### src/rtl/fifo_tx_pkg.sv
// Shared types and constants for the FIFO-fed serial transmitter.
package fifo_tx_pkg;

   typedef enum logic [2:0] {
      ST_IDLE  = 3'd0,
      ST_FETCH = 3'd1,
      ST_LOAD  = 3'd2,
      ST_START = 3'd3,
      ST_DATA  = 3'd4,
      ST_STOP  = 3'd5
   } state_t;

   localparam logic START_BIT = 1'b0;
   localparam logic STOP_BIT  = 1'b1;

   // Counter width able to hold 0..n-1, never narrower than one bit.
   function automatic int unsigned width_of(input int unsigned n);
      return (n <= 1) ? 1 : $clog2(n);
   endfunction

endpackage

### src/rtl/bit_timer.sv
// Bit-period timer: counts 0..CLKS_PER_BIT-1 while run is high, ticks on the last count.
module bit_timer
   import fifo_tx_pkg::*;
#(
   parameter int unsigned CLKS_PER_BIT = 4
) (
   input  logic clk,
   input  logic reset,
   input  logic run,
   output logic tick
);

   localparam int unsigned CW = width_of(CLKS_PER_BIT);
   localparam logic [CW-1:0] LAST = CW'(CLKS_PER_BIT - 1);

   logic [CW-1:0] count;

   assign tick = run && (count == LAST);

   // Free-running period counter, held at zero whenever no frame bit is being timed.
   always_ff @(posedge clk or posedge reset) begin
      if (reset) begin
         count <= '0;
      end else if (!run || tick) begin
         count <= '0;
      end else begin
         count <= count + 1'b1;
      end
   end

endmodule

### src/rtl/fifo_serial_tx.sv
// Serial transmitter that drains a FIFO: fetch one byte, send start/data/stop.
// tx is registered from the state, so the line trails the FSM by one cycle;
// tx_done is registered the same way and lands on the last stop-bit cycle on the line.
module fifo_serial_tx
   import fifo_tx_pkg::*;
#(
   parameter int unsigned CLKS_PER_BIT = 4,
   parameter int unsigned DATA_W       = 8
) (
   input  logic              clk,
   input  logic              reset,
   input  logic              enable,
   input  logic              fifo_empty,
   input  logic [DATA_W-1:0] fifo_data,
   output logic              fifo_rd_en,
   output logic              tx,
   output logic              busy,
   output logic              tx_done
);

   localparam int unsigned IW = width_of(DATA_W);
   localparam logic [IW-1:0] LAST_BIT = IW'(DATA_W - 1);

   state_t            state;
   state_t            state_next;
   logic [DATA_W-1:0] shreg;
   logic [IW-1:0]     bit_idx;
   logic              tick;
   logic              run;
   logic              tx_next;
   logic              done_next;

   assign run = (state == ST_START) || (state == ST_DATA) || (state == ST_STOP);

   // busy also spans the tx_done cycle so it covers the stop bit as seen on the line.
   assign busy = (state != ST_IDLE) || tx_done;

   bit_timer #(
      .CLKS_PER_BIT(CLKS_PER_BIT)
   ) u_bit_timer (
      .clk   (clk),
      .reset (reset),
      .run   (run),
      .tick  (tick)
   );

   // State register.
   always_ff @(posedge clk or posedge reset) begin
      if (reset) begin
         state <= ST_IDLE;
      end else begin
         state <= state_next;
      end
   end

   // Next-state, read strobe and next line level.
   always_comb begin
      state_next = state;
      fifo_rd_en = 1'b0;
      tx_next    = STOP_BIT;
      done_next  = 1'b0;
      case (state)
         ST_IDLE: begin
            if (enable && !fifo_empty) begin
               state_next = ST_FETCH;
            end
         end
         ST_FETCH: begin
            fifo_rd_en = 1'b1;
            state_next = ST_LOAD;
         end
         ST_LOAD: begin
            state_next = ST_START;
         end
         ST_START: begin
            tx_next = START_BIT;
            if (tick) begin
               state_next = ST_DATA;
            end
         end
         ST_DATA: begin
            tx_next = shreg[0];
            if (tick && (bit_idx == LAST_BIT)) begin
               state_next = ST_STOP;
            end
         end
         ST_STOP: begin
            tx_next = STOP_BIT;
            if (tick) begin
               state_next = ST_IDLE;
               done_next  = 1'b1;
            end
         end
         default: begin
            state_next = ST_IDLE;
         end
      endcase
   end

   // Line register, done pulse, shift register and bit index.
   always_ff @(posedge clk or posedge reset) begin
      if (reset) begin
         tx      <= STOP_BIT;
         tx_done <= 1'b0;
         shreg   <= '0;
         bit_idx <= '0;
      end else begin
         tx      <= tx_next;
         tx_done <= done_next;
         if (state == ST_LOAD) begin
            shreg   <= fifo_data;
            bit_idx <= '0;
         end else if ((state == ST_DATA) && tick) begin
            shreg   <= shreg >> 1;
            bit_idx <= (bit_idx == LAST_BIT) ? '0 : bit_idx + 1'b1;
         end
      end
   end

endmodule

### config.mk
export PLATFORM = sky130hd
export DESIGN_NAME = fifo_serial_tx
export DESIGN_NICKNAME = d
export VERILOG_FILES = /design/src/rtl/fifo_tx_pkg.sv /design/src/rtl/bit_timer.sv /design/src/rtl/fifo_serial_tx.sv
export SDC_FILE = /design/constraint.sdc
export NUM_CORES = 1
export LEC_CHECK = 0
export ABC_AREA = 1
export BUFFER_PORTS_ARGS = -buffer_cell sky130_fd_sc_hd__buf_2
export CAP_MARGIN = 20
export CORE_MARGIN = 1.5
export CORE_UTILIZATION = 50
export DETAILED_ROUTE_END_ITERATION = 8
export PLACE_DENSITY = 0.77
export SLEW_MARGIN = 20
export SYNTH_ARGS = -nofsm -noshare
export SYNTH_HDL_FRONTEND = slang
export SYNTH_SLANG_ARGS = --single-unit
### constraint.sdc
create_clock -name clk -period 1.9 [get_ports clk]
set_input_delay 0.38 -clock clk [delete_from_list [all_inputs] [get_ports clk]]
set_output_delay 0.38 -clock clk [all_outputs]
set_load 0.005 [all_outputs]
==> results.json, run 1 <==
{
  "status": "complete, no violations",
  "die_x_um": 45.7,
  "tritoncts": "built",
  "drt-initial-drc-count": 15,
  "cts-root-buf": "clkbuf_4",
  "startpoint": "state[0]",
  "ys_ff_latch": 18,
  "crit_type": "reg2out",
  "cts_buffers": 3,
  "irDropWorstVdd_mv": 0.628,
  "worstReg2RegEnd": "shreg[2]",
  "cts_sinks": 18,
  "async_reset_ff_share_pct": 100,
  "cts_setup_buffers": 0,
  "grt_first_pass_wirelength_mm": 2.68,
  "drive_above_1_share_pct": 24.2,
  "grt_pass1_vias": 609,
  "design_area_um2": 1020,
  "grt_max_degree": 19,
  "synth.avg_cell_area_um2": 8.83,
  "clock.fmax_mhz": 593,
  "hpwl_mm": 1.25,
  "setup_viol": 0,
  "rr_worst_depth": 5,
  "coreArea_um2": 1710,
  "crit_path_end": "fifo_rd_en",
  "die-area_um2": 2080,
  "period_needed_ps": 1690,
  "cts_buffer_depth": 2,
  "grt-ovfl-total": 0,
  "vias": 743,
  "antenna_left": 0,
  "path_max_fanout": 5,
  "rsz0062_at_grt": "no",
  "r2r-start": "state[1]",
  "fp-row-count": 15,
  "first_pass_iters": 5,
  "finalCritPeriodShare_pct": 88.8,
  "dp_slack_ps": 511,
  "cp.required_ps": 1520,
  "maxSlewViolCount": 0,
  "slew_headroom_pct": 55.1,
  "synth_warnings": 0,
  "syn_area_um2": 910,
  "routed_wl_mm": 1.69,
  "ys.flop_type": "dfrtp_1",
  "clock_latency_ps": 300,
  "drc": 0,
  "routedWlPerCell_um": 11.6,
  "drv_cap": 0,
  "port_buffers": 15,
  "antenna_cells": 0,
  "end_kind": "output port",
  "crit_arrival_ps": 1310,
  "gp_congestion": 0.810,
  "worst_pin_slew_ps": 672,
  "ys_types": 21,
  "io_pins": 16,
  "cp-start-kind": "flip-flop",
  "htreeDepth": 1,
  "setup-tns-final_ps": 0,
  "synthTopCellsByArea": "dfrtp_1 47%, nand2_1 13%, nand3_1 9.4%",
  "synth_top_area_share_pct": 46.8,
  "place_area_um2": 993,
  "final_core_util_pct": 59.7,
  "fin_nets": 136,
  "synth_edf_count": 0,
  "grt.total_usage_pct": 18.3,
  "die_h_um": 45.7,
  "worstHoldPathType": "in2async",
  "final.setup.worst_slack_ps": 214,
  "start_util_pct": 53.3,
  "timing.final.hold_violations": 0,
  "n_fill_cell": 151,
  "yosys.area.top_type": "dfrtp_1",
  "synth.net_count": 118,
  "antenna_found_initial": 0,
  "cts_resized": 0,
  "cts.hold.buffers_added": 0,
  "cts.reportedPaths.clkPinSlew_ps": 100,
  "leakage_nw": 0.544,
  "r2r_setup_slack_ps": 490,
  "power_density_nw_per_um2": 1370,
  "ys_seq_area_share_pct": 49.7,
  "syn2layout_area_growth_pct": 12.1,
  "synthCells": 103,
  "avgViaCountPerCell": 5.12,
  "finClkSkew_ps": 5.02
}
## kinds of logic (layout without fill, tap and decap cells)
family | count (synthesis) | in the layout | share of synthesized area, %
compound gates | 7 | 7 | 6.60
fa+ha+maj | 3 | 3 | 4.13
buf+inv | 12 | 29 | 6.60
flops | 18 | 18 | 49.7
simple gates | 63 | 63 | 33.0
## worst max-delay path, stage by stage, from the launching register on
cell	delay [ps]
dfrtp_1	480
inv_1	120
nor3_1	240
buf_2	170
## layout make-up
type,count,area [µm²],share of cell area (%)
flip-flops and latches,18,452,44.3
clock buffers,4,26.3,2.58
multi-input cells,73,398,39.0
well taps,25,31.3,3.07
inverters,10,37.5,3.68
repair buffers,15,75.1,7.36
## per-layer routing
metal	track usage (%)	wire, µm	up-vias
met5	0	0	-
met4	8.82	37	0
met3	3.57	57	6
met2	29.3	817	19
met1	23.4	775	346
li1	-	-	372
## worst min-delay path by stage
stage	endpoint	from	depth (start not counted)	slack, ps
3_5_place_dp	u_bit_timer.count[0]	u_bit_timer.count[0]	1	440
4_1_cts	shreg[6]	reset	2	180
3_3_place_gp	u_bit_timer.count[0]	u_bit_timer.count[0]	1	420
5_1_grt	shreg[5]	reset	2	220
2_1_floorplan	bit_idx[0]	reset	1	320
6_report	bit_idx[1]	reset	2	160
## cells in the final DEF (no fill, tap or decap), types with 2 or more instances in the layout
master / synthesis / final
buf_2: 0 / 15
clkbuf_4: 0 / 3
dfrtp_1: 17 / 17
ha_1: 3 / 3
inv_1: 7 / 7
inv_2: 3 / 3
nand2_1: 31 / 31
nand3_1: 17 / 17
nand3_2: 4 / 4
nor2_1: 6 / 6
o21a_1: 2 / 2
## stage by stage
| step | power (W) | cells | hold slack [ps] |
|---|---|---|---|
| finish | 0.00140 | 145 | 163 |
| global route | 0.00152 | 145 | 216 |
| CTS | 0.00141 | 145 | 185 |
| detailed placement | 0.00121 | 141 | 437 |
| global placement | 0.00118 | 141 | 423 |
| floorplan | 0.00108 | 103 | 318 |
## synthesized netlist by cell type (all sizes together), types with 2 or more instances
cell type	number
nand2	32
nand3	21
dfrtp	17
inv	10
nor2	7
ha	3
buf	2
o21a	2
## flip-flops by register name (all words and copies together), names as in the netlist
| signal | flops |
|---|---|
| tx_done | 1 |
| tx | 1 |
| u_bit_timer.count | 2 |
| shreg | 8 |
| state | 3 |
| bit_idx | 3 |
## power breakdown
part           internal [W]  switching [W]
sequential         0.000528       0.000115
clock             0.0000818       0.000117
combinational      0.000218       0.000337
total              0.000828       0.000568
(Power assumes the default switching activity.)
==> run 2: changes to the inputs <==
--- a/config.mk
+++ b/config.mk
@@ -8,10 +8,12 @@
 export ABC_AREA = 1
 export BUFFER_PORTS_ARGS = -buffer_cell sky130_fd_sc_hd__buf_2
 export CAP_MARGIN = 20
+export CORE_ASPECT_RATIO = 1.25
 export CORE_MARGIN = 1.5
-export CORE_UTILIZATION = 50
+export CORE_UTILIZATION = 55
+export CTS_BUF_LIST = sky130_fd_sc_hd__clkbuf_8
 export DETAILED_ROUTE_END_ITERATION = 8
-export PLACE_DENSITY = 0.77
+export PLACE_DENSITY = 0.83
 export SLEW_MARGIN = 20
 export SYNTH_ARGS = -nofsm -noshare
 export SYNTH_HDL_FRONTEND = slang
==> run 2 against run 1 <==
  * Register-to-register slack is essentially flat
  * Sequential share of layout area down 0.85 points
  * Largest cell class unchanged
  * Final cell count decreased by 4.8%
  * Via count fell by 0.54%
  * Sequential cell count is the same
  * Combinational power is essentially flat
  * Global-route usage rose by 3.5 points
  * Wire length down 6.4%
  * Total power increased by 7.3%
  * First-iteration DRC count unchanged
  * Cell area increased by 2.0%
  * Core utilization rose by 6.9 points
==> results.json, run 2 (synthesis results as in run 1) <==
{
  "gp_congestion": 0.705,
  "grt_max_degree": 19,
  "path_max_fanout": 5,
  "path_cells": "inv_1 > nor3_1 > buf_2",
  "clock_latency_ps": 250,
  "io_pins": 16,
  "period_needed_ps": 1610,
  "swShare_pct": 37.8,
  "top_layer": "met4",
  "largest_register_ffs": 8,
  "cp.required_ps": 1520,
  "antenna_left": 0,
  "worstHoldPathType": "in2async",
  "cts_buffer_depth": 2,
  "power.switching_w": 0.000566,
  "port_buffers": 15,
  "die_x_um": 39.4,
  "power_w": 0.00150,
  "pwr-share-clk_pct": 20.4,
  "final.setup.worst_slack_ps": 293,
  "final_cell_mix": "31 x nand2_1, 17 x nand3_1, 17 x dfrtp_1",
  "drt-initial-drc-count": 15,
  "place_area_um2": 985,
  "grt_pass1_vias": 711,
  "routedWlPerCell_um": 11.4,
  "first_pass_iters": 4,
  "route.met3.wl_um": 59,
  "syn2layout_area_growth_pct": 14.3,
  "slew_headroom_pct": 55.3,
  "top_register": "shreg",
  "cts.hold.buffers_added": 0,
  "grt.total_usage_pct": 21.7,
  "drv_cap": 0,
  "hpwl_mm": 1.18,
  "wl_met1_um": 667,
  "leakage_nw": 0.558,
  "cts.reportedPaths.clkPinSlew_ps": 70,
  "htreeDepth": 1,
  "setup-tns-final_ps": 0,
  "routed_wl_mm": 1.58,
  "n_fill_cell": 135,
  "die_h_um": 48.5,
  "fp-row-count": 16,
  "start_util_pct": 58.3,
  "timing.final.hold_violations": 0,
  "finalCritPeriodShare_pct": 84.6,
  "design_area_um2": 1040,
  "final_common_cell": "nand2_1",
  "crit_arrival_ps": 1230,
  "power_frac_seq_pct": 42.7,
  "rr_worst_depth": 8,
  "worst_pin_slew_ps": 670,
  "reg_top3": "shreg: 8 flops, bit_idx: 3 flops, state: 3 flops",
  "coreArea_um2": 1560,
  "crit_type": "reg2out",
  "max_stage_delay_ps": 460,
  "finClkSkew_ps": 4.06,
  "power.internal_w": 0.000931,
  "cts_sinks": 18,
  "irDropWorstVdd_mv": 0.768,
  "clock.fmax_mhz": 622,
  "status": "complete, no violations",
  "end_kind": "output port",
  "fin_nets": 136,
  "antenna_cells": 0,
  "cts_buffers": 3,
  "slowest_stage": "dfrtp_1",
  "die-area_um2": 1910,
  "critPathTopFamily": "flip-flops",
  "drc": 0,
  "wl_met2_um": 803,
  "rsz0062_at_grt": "no",
  "maxSlewViolCount": 0,
  "r2r_setup_slack_ps": 480,
  "cts-root-buf": "clkbuf_8",
  "vias": 739,
  "cts_resized": 0,
  "cp.depth": 3,
  "cts_setup_buffers": 0,
  "hold_ws_ps": 212,
  "cp-start-kind": "flip-flop",
  "avgViaCountPerCell": 5.36,
  "crit_buf_inv": 2,
  "drive_above_1_share_pct": 25.0,
  "dp_slack_ps": 492,
  "grt-ovfl-total": 0,
  "setup_viol": 0,
  "grt_first_pass_wirelength_mm": 2.89,
  "power_density_nw_per_um2": 1440,
  "antenna_found_initial": 0,
  "combPwrFrac_pct": 36.9,
  "tritoncts": "built"
}
-- run 2: final timing paths --
path                                 startpoint                   end
max reg2reg                          bit_idx[0]              state[2]
max in group asynchronous                 reset               tx_done
min reg2reg                u_bit_timer.count[0]  u_bit_timer.count[0]
min in group clk                   fifo_data[7]              shreg[7]
max                                    state[0]            fifo_rd_en
min                                       reset              shreg[6]
-- run 2: final cells by class --
cell class                      instances  area [µm²]  area share (%)
Timing Repair Buffer                   15        75.1            7.22
Tap cell                               18        22.5            2.17
Clock buffer                            4        55.1            5.29
Multi-Input combinational cell         73         398            38.3
Sequential cell                        18         452            43.4
Inverter                               10        37.5            3.61
-- run 2: routing by layer --
layer / vias to the layer above / GRT usage (%)
met4: 0 / 13.2
met3: 5 / 4.59
li1: 376 / -
met2: 17 / 33.6
met1: 341 / 26.6
met5: - / 0
-- run 2: power groups by stage --
stage               clock, W  sequential [W]  combinational (W)
global route        0.000332        0.000658           0.000653
detailed placement         0        0.000645           0.000556
global placement           0        0.000641           0.000530
floorplan                  0        0.000627           0.000452
CTS                 0.000314        0.000639           0.000559
finish              0.000306        0.000639           0.000553
-- run 2: metrics by stage --
stage	utilization, %	instances
5_1_grt	66.6	138
4_1_cts	66.6	138
3_5_place_dp	63.1	134
2_1_floorplan	-	103
6_report	66.6	138
3_3_place_gp	63.1	134
==> run 3: changes to the inputs <==
==> constraint.sdc (replaced) <==
create_clock -name clk -period 1.5 [get_ports clk]
set_input_delay 0.3 -clock clk [delete_from_list [all_inputs] [get_ports clk]]
set_output_delay 0.3 -clock clk [all_outputs]
set_load 0.005 [all_outputs]
==> run 3 against run 2 <==
  * Die area unchanged
  * Register-to-register slack got worse by 420 ps
  * First-iteration DRC count decreased by 53%
  * Non-clock buffer count increased by 8
  * Sequential cell count unchanged
  * Highest routed layer unchanged
  * Core utilization increased by 4.4 points
  * Via count increased by 4.1%
  * Global-route usage increased by 1.2 points
  * Largest cell class unchanged
  * Critical path type unchanged
==> results.json, run 3 (synthesis results as in run 1) <==
{
  "status": "complete, no violations",
  "max_stage_delay_ps": 470,
  "clock.fmax_mhz": 692,
  "die_x_um": 39.4,
  "reg_top3": "shreg: 8 flops, bit_idx: 3 flops, state: 3 flops",
  "routed_wl_mm": 1.83,
  "crit_arrival_ps": 1150,
  "power_density_nw_per_um2": 1790,
  "first_pass_iters": 4,
  "cts-root-buf": "clkbuf_8",
  "worst_pin_slew_ps": 233,
  "final_common_cell": "nand2_1",
  "final_cell_mix": "31 x nand2_1, 17 x nand3_1, 15 x buf_2",
  "grt.total_usage_pct": 22.9,
  "maxSlewViolCount": 0,
  "start_util_pct": 58.3,
  "crit_type": "reg2out",
  "grt_first_pass_wirelength_mm": 3.15,
  "top_register": "shreg",
  "hold_ws_ps": 52.1,
  "end_kind": "output port",
  "avgViaCountPerCell": 5.27,
  "slowest_stage": "dfrtp_2",
  "irDropWorstVdd_mv": 0.992,
  "slew_headroom_pct": 84.5,
  "design_area_um2": 1110,
  "antenna_found_initial": 0,
  "fin_nets": 144,
  "grt_pass1_vias": 784,
  "vias": 769,
  "final_core_util_pct": 71.0,
  "crit_buf_inv": 1,
  "worstHoldPathType": "in2async",
  "fp-row-count": 16,
  "io_pins": 16,
  "gp_congestion": 0.738,
  "coreArea_um2": 1560,
  "syn2layout_area_growth_pct": 21.9,
  "hpwl_mm": 1.33,
  "cp.required_ps": 1200,
  "antenna_left": 0,
  "routedWlPerCell_um": 12.5,
  "leakage_nw": 0.594,
  "clock_latency_ps": 250,
  "rsz0062_at_grt": "yes",
  "cts_sinks": 18,
  "antenna_cells": 0,
  "drive_above_1_share_pct": 32.8,
  "cp-start-kind": "flip-flop",
  "place_area_um2": 1030,
  "die-area_um2": 1910,
  "finalCritPeriodShare_pct": 96.4,
  "drt-initial-drc-count": 7,
  "period_needed_ps": 1450,
  "cts_buffer_depth": 2,
  "critPathTopFamily": "flip-flops",
  "grt-ovfl-total": 0,
  "path_max_fanout": 6,
  "r2r-start": "bit_idx[0]",
  "setup_viol": 0,
  "die_h_um": 48.5,
  "tritoncts": "built",
  "htreeDepth": 1,
  "path_cells": "nor2_4 > nand3b_1 > buf_2",
  "startpoint": "state[1]",
  "port_buffers": 15,
  "timing.final.hold_violations": 0,
  "grt_max_degree": 19,
  "cts.reportedPaths.clkPinSlew_ps": 70,
  "largest_register_ffs": 8,
  "finClkSkew_ps": 3.19,
  "drc": 0,
  "cts_buffers": 3,
  "drv_cap": 0
}
run 3: final timing paths:
kind | endpoint | slack (ps) | cells past startpoint
max in group asynchronous | tx | 1190 | 3
min in group clk | shreg[7] | 260 | 3
worst min register to register | u_bit_timer.count[0] | 430 | 1
worst max-delay path | busy | 50 | 3
worst min-delay path | bit_idx[1] | 50 | 3
worst max register to register | state[2] | 60 | 8
run 3: cell type report:
class / count / area (µm²)
flip-flops and latches: 18 / 455
fillers: 120 / 453
multi-input cells: 73 / 403
repair buffers: 23 / 135
clock buffers: 4 / 55.1
inverters: 10 / 37.5
well taps: 18 / 22.5
run 3: worst register-to-register path: stages, from the launching register on:
cell and delay [ps]:
dfrtp_2 420, ha_1 220, ha_1 240, nand2_1 90
nand3_1 90, nand2_1 110, inv_1 60, nand3_1 70
nand2_1 50
run 3: metrics by stage:
stage	setup WS, ps	cells	setup TNS (ps)	power (W)
5_1_grt	-6.43	146	-12.5	0.00217
3_5_place_dp	106	140	0	0.00158
4_1_cts	7.39	144	0	0.00197
6_report	54.2	146	0	0.00198
2_1_floorplan	195	103	0	0.00137
3_3_place_gp	185	140	0	0.00153
run 3: report_power, final:
group	leakage [nW]	internal, W	switching (W)
Combinational	0.342	0.000324	0.000462
Clock	0.0288	0.000233	0.000153
Sequential	0.224	0.000677	0.000134
Total	0.594	0.00123	0.000748
run 3: metal layers:
layer  vias to the layer above  wire length, µm  GRT usage (%)
li1                        388                -              -
met1                       357              745           27.2
met2                        18              973           40.0
met3                         6               62           3.21
met4                         0               44           8.05
met5                         -                0              0
run 3: what timing repair did:
item                                    in CTS  in global routing
endpoints found under the setup margin       1                  3
gates cloned                                 0                  0
endpoints found under the hold margin        0                  0
gates resized for setup                      1                  3
hold buffers                                 0                  0
setup buffers                                0                  2
